===== src/rtl/mux2_burst_arbiter_pkg.sv =====
// Shared types and constants for the two-requester burst arbiter.
package mux_arb_pkg;

    localparam int unsigned DATA_W = 8;
    localparam int unsigned STAT_W = 16;

    typedef enum logic [1:0] {
        IDLE   = 2'd0,
        GRANT0 = 2'd1,
        GRANT1 = 2'd2
    } arb_state_e;

endpackage


===== src/rtl/mux2_burst_arbiter_if.sv =====
// Requester and downstream valid/ready bundle for the burst arbiter.
interface mux2_burst_arbiter_if;
    import mux_arb_pkg::*;

    logic              req0_valid;
    logic [DATA_W-1:0] req0_data;
    logic              req0_last;
    logic              req0_ready;
    logic              req1_valid;
    logic [DATA_W-1:0] req1_data;
    logic              req1_last;
    logic              req1_ready;
    logic              out_valid;
    logic [DATA_W-1:0] out_data;
    logic              out_last;
    logic              out_ready;

    // Arbiter side
    modport slave (
        input  req0_valid, req0_data, req0_last,
        output req0_ready,
        input  req1_valid, req1_data, req1_last,
        output req1_ready,
        output out_valid, out_data, out_last,
        input  out_ready
    );

    // Producer/consumer side
    modport master (
        output req0_valid, req0_data, req0_last,
        input  req0_ready,
        output req1_valid, req1_data, req1_last,
        input  req1_ready,
        input  out_valid, out_data, out_last,
        output out_ready
    );

endinterface


===== src/rtl/mux2_burst_arbiter_mux2to1.sv =====
// Plain 2:1 data mux; s=0 selects i0.
module mux2to1
    import mux_arb_pkg::*;
(
    input  logic              s,
    input  logic [DATA_W-1:0] i0,
    input  logic [DATA_W-1:0] i1,
    output logic [DATA_W-1:0] y
);

    assign y = s ? i1 : i0;

endmodule


===== src/rtl/mux2_burst_arbiter.sv =====
// Round-robin burst arbiter steering two valid/ready requesters onto one port.
// Optional per-requester beat statistics are enabled by ARB_STATS_EN.
module mux2_burst_arbiter
    import mux_arb_pkg::*;
#(
    parameter int unsigned MAX_BURST = 4,
    parameter int unsigned CNT_W     = 8
) (
    input  logic                 clk,
    input  logic                 reset,
    mux2_burst_arbiter_if.slave  bus,
    output logic                 sel,
    output logic                 busy
`ifdef ARB_STATS_EN
    ,
    input  logic                 stat_clear,
    output logic [STAT_W-1:0]    stat0_beats,
    output logic [STAT_W-1:0]    stat1_beats
`endif
);

    arb_state_e       state, state_d;
    logic             sel_d;
    logic             prio, prio_d;
    logic [CNT_W-1:0] beat_cnt, cnt_d;
    logic             grant_idx;
    logic             own_valid;
    logic             own_last;
    logic             other_valid;
    logic             cnt_at_max;
    logic             accept;

    mux2to1 u_mux (
        .s  (sel),
        .i0 (bus.req0_data),
        .i1 (bus.req1_data),
        .y  (bus.out_data)
    );

    // State, select, priority pointer and beat counter
    always_ff @(posedge clk) begin
        if (reset) begin
            state    <= IDLE;
            sel      <= 1'b0;
            prio     <= 1'b0;
            beat_cnt <= '0;
        end else begin
            state    <= state_d;
            sel      <= sel_d;
            prio     <= prio_d;
            beat_cnt <= cnt_d;
        end
    end

    // Arbitration, burst tracking and handshake steering
    always_comb begin
        state_d         = state;
        sel_d           = sel;
        prio_d          = prio;
        cnt_d           = beat_cnt;
        grant_idx       = (state == GRANT1);
        own_valid       = 1'b0;
        own_last        = 1'b0;
        other_valid     = 1'b0;
        cnt_at_max      = (beat_cnt == CNT_W'(MAX_BURST - 1));
        accept          = 1'b0;
        bus.out_valid   = 1'b0;
        bus.out_last    = 1'b0;
        bus.req0_ready  = 1'b0;
        bus.req1_ready  = 1'b0;

        case (state)
            IDLE: begin
                if (bus.req0_valid && (!bus.req1_valid || !prio)) begin
                    state_d = GRANT0;
                    sel_d   = 1'b0;
                end else if (bus.req1_valid) begin
                    state_d = GRANT1;
                    sel_d   = 1'b1;
                end
            end
            GRANT0: begin
                own_valid      = bus.req0_valid;
                own_last       = bus.req0_last;
                other_valid    = bus.req1_valid;
                bus.req0_ready = bus.out_ready;
            end
            GRANT1: begin
                own_valid      = bus.req1_valid;
                own_last       = bus.req1_last;
                other_valid    = bus.req0_valid;
                bus.req1_ready = bus.out_ready;
            end
            default: state_d = IDLE;
        endcase

        if (state == GRANT0 || state == GRANT1) begin
            bus.out_valid = own_valid;
            bus.out_last  = own_last | cnt_at_max;
            accept        = own_valid & bus.out_ready;
            if (accept) begin
                if (own_last || cnt_at_max) begin
                    cnt_d  = '0;
                    prio_d = ~grant_idx;
                    // Hand over straight to the waiting requester; a forced
                    // release with more data pending re-grants the same one.
                    if (other_valid) begin
                        state_d = grant_idx ? GRANT0 : GRANT1;
                        sel_d   = ~grant_idx;
                    end else if (!own_last) begin
                        state_d = state;
                    end else begin
                        state_d = IDLE;
                    end
                end else begin
                    cnt_d = beat_cnt + CNT_W'(1);
                end
            end
        end
    end

    assign busy = (state != IDLE);

`ifdef ARB_STATS_EN
    // Saturating accepted-beat counters; clear has priority over counting
    always_ff @(posedge clk) begin
        if (reset || stat_clear) begin
            stat0_beats <= '0;
            stat1_beats <= '0;
        end else if (accept) begin
            if (!grant_idx && stat0_beats != '1) begin
                stat0_beats <= stat0_beats + STAT_W'(1);
            end
            if (grant_idx && stat1_beats != '1) begin
                stat1_beats <= stat1_beats + STAT_W'(1);
            end
        end
    end
`endif

endmodule


===== src/flat_wrapper.sv =====
// flat-port wrapper written by rule: the top's interface ports become plain ports
module mux2_burst_arbiter_flat import mux_arb_pkg::*;
#(
    parameter int unsigned MAX_BURST = 4,
    parameter int unsigned CNT_W     = 8
)
  (clk, reset, sel, busy, bus_req0_valid, bus_req0_data, bus_req0_last, bus_req0_ready, bus_req1_valid, bus_req1_data, bus_req1_last, bus_req1_ready, bus_out_valid, bus_out_data, bus_out_last, bus_out_ready);
  mux2_burst_arbiter_if bus_i ();
  input  logic clk;
  input  logic reset;
  output logic sel;
  output logic busy;
  input wire logic [$bits(bus_i.req0_valid)-1:0] bus_req0_valid;
  input wire logic [$bits(bus_i.req0_data)-1:0] bus_req0_data;
  input wire logic [$bits(bus_i.req0_last)-1:0] bus_req0_last;
  output wire logic [$bits(bus_i.req0_ready)-1:0] bus_req0_ready;
  input wire logic [$bits(bus_i.req1_valid)-1:0] bus_req1_valid;
  input wire logic [$bits(bus_i.req1_data)-1:0] bus_req1_data;
  input wire logic [$bits(bus_i.req1_last)-1:0] bus_req1_last;
  output wire logic [$bits(bus_i.req1_ready)-1:0] bus_req1_ready;
  output wire logic [$bits(bus_i.out_valid)-1:0] bus_out_valid;
  output wire logic [$bits(bus_i.out_data)-1:0] bus_out_data;
  output wire logic [$bits(bus_i.out_last)-1:0] bus_out_last;
  input wire logic [$bits(bus_i.out_ready)-1:0] bus_out_ready;
  assign bus_i.req0_valid = bus_req0_valid;
  assign bus_i.req0_data = bus_req0_data;
  assign bus_i.req0_last = bus_req0_last;
  assign bus_req0_ready = bus_i.req0_ready;
  assign bus_i.req1_valid = bus_req1_valid;
  assign bus_i.req1_data = bus_req1_data;
  assign bus_i.req1_last = bus_req1_last;
  assign bus_req1_ready = bus_i.req1_ready;
  assign bus_out_valid = bus_i.out_valid;
  assign bus_out_data = bus_i.out_data;
  assign bus_out_last = bus_i.out_last;
  assign bus_i.out_ready = bus_out_ready;
  mux2_burst_arbiter #(.MAX_BURST(MAX_BURST), .CNT_W(CNT_W)) u_core (.clk(clk), .reset(reset), .bus(bus_i), .sel(sel), .busy(busy));
endmodule

===== config.mk =====
export PLATFORM = sky130hd
export DESIGN_NAME = mux2_burst_arbiter_flat
export DESIGN_NICKNAME = d
export VERILOG_FILES = /design/src/rtl/mux2_burst_arbiter_pkg.sv /design/src/rtl/mux2_burst_arbiter_if.sv /design/src/rtl/mux2_burst_arbiter_mux2to1.sv /design/src/rtl/mux2_burst_arbiter.sv /design/src/flat_wrapper.sv
export SDC_FILE = /design/constraint.sdc
export NUM_CORES = 1
export LEC_CHECK = 0
export BUFFER_PORTS_ARGS = -buffer_cell sky130_fd_sc_hd__buf_2
export CAP_MARGIN = 20
export CORE_ASPECT_RATIO = 0.8
export CORE_MARGIN = 1
export CORE_UTILIZATION = 41
export CTS_CLUSTER_SIZE = 28
export DETAILED_ROUTE_END_ITERATION = 8
export PLACE_DENSITY_LB_ADDON = 0.05
export SYNTH_ARGS = -nofsm -noshare
export SYNTH_HDL_FRONTEND = slang
export SYNTH_SLANG_ARGS = --single-unit
export TNS_END_PERCENT = 30

===== constraint.sdc =====
create_clock -name clk -period 5.95 [get_ports clk]
set_input_delay 0.595 -clock clk [delete_from_list [all_inputs] [get_ports clk]]
set_output_delay 0.595 -clock clk [all_outputs]
set_load 0.03 [all_outputs]

==> summary.md <==
| Metric | Value |
|---|---|
| Status | `finished, final reports clean` |
| Syn avg cell area | `8.52 sq um` |
| Maximum clock insertion buffer count | `2` |
| RSZ-0062 raised after global routing | `no` |
| CP Buf/Inv Count | `2` |
| CTS Hold Bufs | `0` |
| WL/cell | `13.9 microns` |
| Max_cap viols | `0` |
| Post-synth EDFFs | `0` |
| CP max stage delay | `0.41 ns` |
| Setup slack after layout | `3.33 ns` |
| ANT cells | `0` |
| DRC errors left | `0` |
| Yosys warns | `0` |
| Vias in the first global route | `813` |
| Max-slew headroom | `59.2%` |
| Net count after synthesis | `139` |
| Startpoint types | `flip-flop` |
| Clock sinks | `12` |
| Flops & latches, synth | `12` |
| Cells after Synth | `112` |
| Total negative setup slack | `0 ns` |
| Core Util, Final | `54.6%` |
| Post-Syn Area | `955 sq um` |
| Initial Util | `43.9%` |
| Post-CTS resize count | `0` |
| Die Wd | `56.0 microns` |
| Post-DP Area | `1150 sq um` |
| Post-DRT Antenna Nets | `0` |
| Top cell type by total area after synthesis | `dfxtp_1` |
| Slew Viols, Final | `0` |
| Pwr/cell area | `376 nW/um^2` |
| Core area | `2180 sq um` |
| Ys flop type | `dfxtp_1` |
| Filler cells | `218` |
| Top cell type's share of synthesized area | `25.2%` |
| Average vias per placed instance | `5.64` |
| Total number of vias | `981` |
| Seq/Total Area, Yosys | `25.2%` |
| Hpwl dp | `1870 microns` |
| First-pass GRT wire length | `3750 microns` |
| Min cycle time layout | `2.62 ns` |
| DRT Wirelength | `2420 microns` |
| Worst endpoint required time | `5.36 ns` |
| Worst EP arrival | `2.03 ns` |
| GRT overflow | `0` |
| Inserted Clock Buffers | `3` |
| Leakage | `0.000475 uW` |
| Commonest cells in the netlist | `dfxtp_1 (12), a21oi_1 (11), o21ai_0 (9), mux2_2 (8), nand2_1 (8)` |
| Crit-path max FO | `9` |
| Clk_skew | `0.00214 ns` |
| Async SR Flop Fraction | `0%` |
| CTS root buf | `clkbuf_4` |
| Die area | `2530 sq um` |
| Least-Margin Pin Slew | `0.611 ns` |
| Clk_lat worst skew | `0.28 ns` |
| Final period utilization | `44.0%` |
| H-tree Lvls | `1` |
| Final setup fails | `0` |
| Port buffer count | `36` |
| Critical-path cell list | `inv_1 -> ha_1 -> a22o_1 -> a22oi_2 -> nor2b_1 -> buf_2` |
| Power Total | `447 uW` |
| Initial drt markers | `25` |
| CP top delay family | `compound AO/OA/AOI/OAI gates` |
| Layout overhead on the synthesized area | `24.5%` |
| Post-route cell area | `1190 sq um` |
| Most frequent cell after synthesis | `dfxtp_1` |
| Setup CP Type | `reg -> out` |
| Pre-CTS setup slack | `3.66 ns` |
| Post-CTS setup buffer count | `0` |
| Library cells used by synthesis | `35` |
| Total track usage | `19.6%` |
| F_max | `382 MHz` |
| Fin. Hold Viols | `0` |
| Largest cells by area after synthesis | `dfxtp_1 (25%), mux2_2 (9.4%), a21oi_1 (5.8%), ha_1 (5.2%), o21ai_0 (4.7%)` |
| Slowest cell on the critical path | `dfxtp_1` |
| Cell Rows | `15` |
| I/O pin count | `37` |
| Drt pass-1 iters | `4` |
| Fin nets | `177` |
| CTS tree | `yes` |
| Largest net degree at the start of global routing | `11` |
| Layout cells sized above 1 | `36.9%` |
| GPL Wtd Cong | `0.871` |
| Nature of the critical path endpoint | `primary output` |
| HP Class | `reg -> reg` |
| Clock transition at path regs | `0.09 ns` |
| IR Drop Worst-Case VDD | `0.254 mV` |
| Die height | `45.2 microns` |
| Initial antenna violation count | `0` |
flip-flops by register name, indices dropped and copies added, names as in the netlist:
name and flops:
u_core.beat_cnt 8, u_core.state 2, u_core.prio 1, u_core.sel 1
placed cells by master, fill, tap and decap left out, types with 2 or more instances in the layout:
cell type  instances
nor3_1             2
mux2_2             8
buf_2             36
dfxtp_1           12
nand2_1            8
a31oi_1            3
and2_1             5
a21oi_1           11
or3_1              6
o21ai_0            9
nor2_1             5
ha_1               4
nand4bb_1          2
nand4_1            3
xor2_1             3
a22o_1             2
clkbuf_4           3
o211ai_1           2
inv_1              5
nor2b_1            2
nand3_1            3
worst reg2reg max path, cell delays in order, from the launching register on:
cell and delay (ns):
dfxtp_1 0.40, inv_1 0.12, ha_1 0.39, and2_1 0.31
nand2_2 0.17, or4_4 0.52, a311oi_2 0.26
final timing paths:
kind / from / endpoint / slack (ns) / depth (start not counted)
max reg2reg: u_core.state[1] / u_core.state[1] / 3.69 / 6
min: u_core.beat_cnt[1] / u_core.beat_cnt[1] / 0.47 / 2
min reg2reg: u_core.beat_cnt[1] / u_core.beat_cnt[1] / 0.47 / 2
max: u_core.state[0] / bus_out_last / 3.33 / 6
power by group:
part	internal, uW	switching (uW)
clock network	37.3	32.0
logic	98.9	168
registers	91.3	19.8
cell type report:
| class | instances | area [sq um] | area share (%) |
|---|---|---|---|
| Sequential cell | 12 | 240 | 20.2 |
| Multi-Input combinational cell | 92 | 682 | 57.4 |
| Clock buffer | 4 | 36.3 | 3.05 |
| Inverter | 5 | 18.8 | 1.58 |
| Timing Repair Buffer | 36 | 180 | 15.2 |
| Tap cell | 25 | 31.3 | 2.63 |
layer usage:
metal	up-vias	GRT usage (%)	share of wire [%]
li1	497	-	-
met1	449	28.8	50
met2	33	28.7	43
met3	2	6.30	6.3
met4	0	2.93	0.62
met5	-	0	0
per-stage QoR:
| stage | cells | hold slack [ns] |
|---|---|---|
| final | 174 | 0.473 |
| after global routing | 174 | 0.510 |
| after CTS | 174 | 0.477 |
| after detailed placement | 170 | 0.466 |
| after global placement | 170 | 0.474 |
| after floorplan | 112 | 0.448 |
kinds of logic (layout without fill, tap and decap cells):
family                     count (synthesis)  count (layout)  synth area share, %
and+or+nand+nor                           43              43                 28.8
xor gates and xnor gates                   3               3                 2.75
muxes                                      8               8                 9.44
AOI/OAI and AO/OA                         33              33                 24.1
buffers and inverters                      8              45                 3.41
adders and majority gates                  5               5                 6.29
DFF                                       12              12                 25.2
No activity file was read; power rests on OpenSTA's default activity.
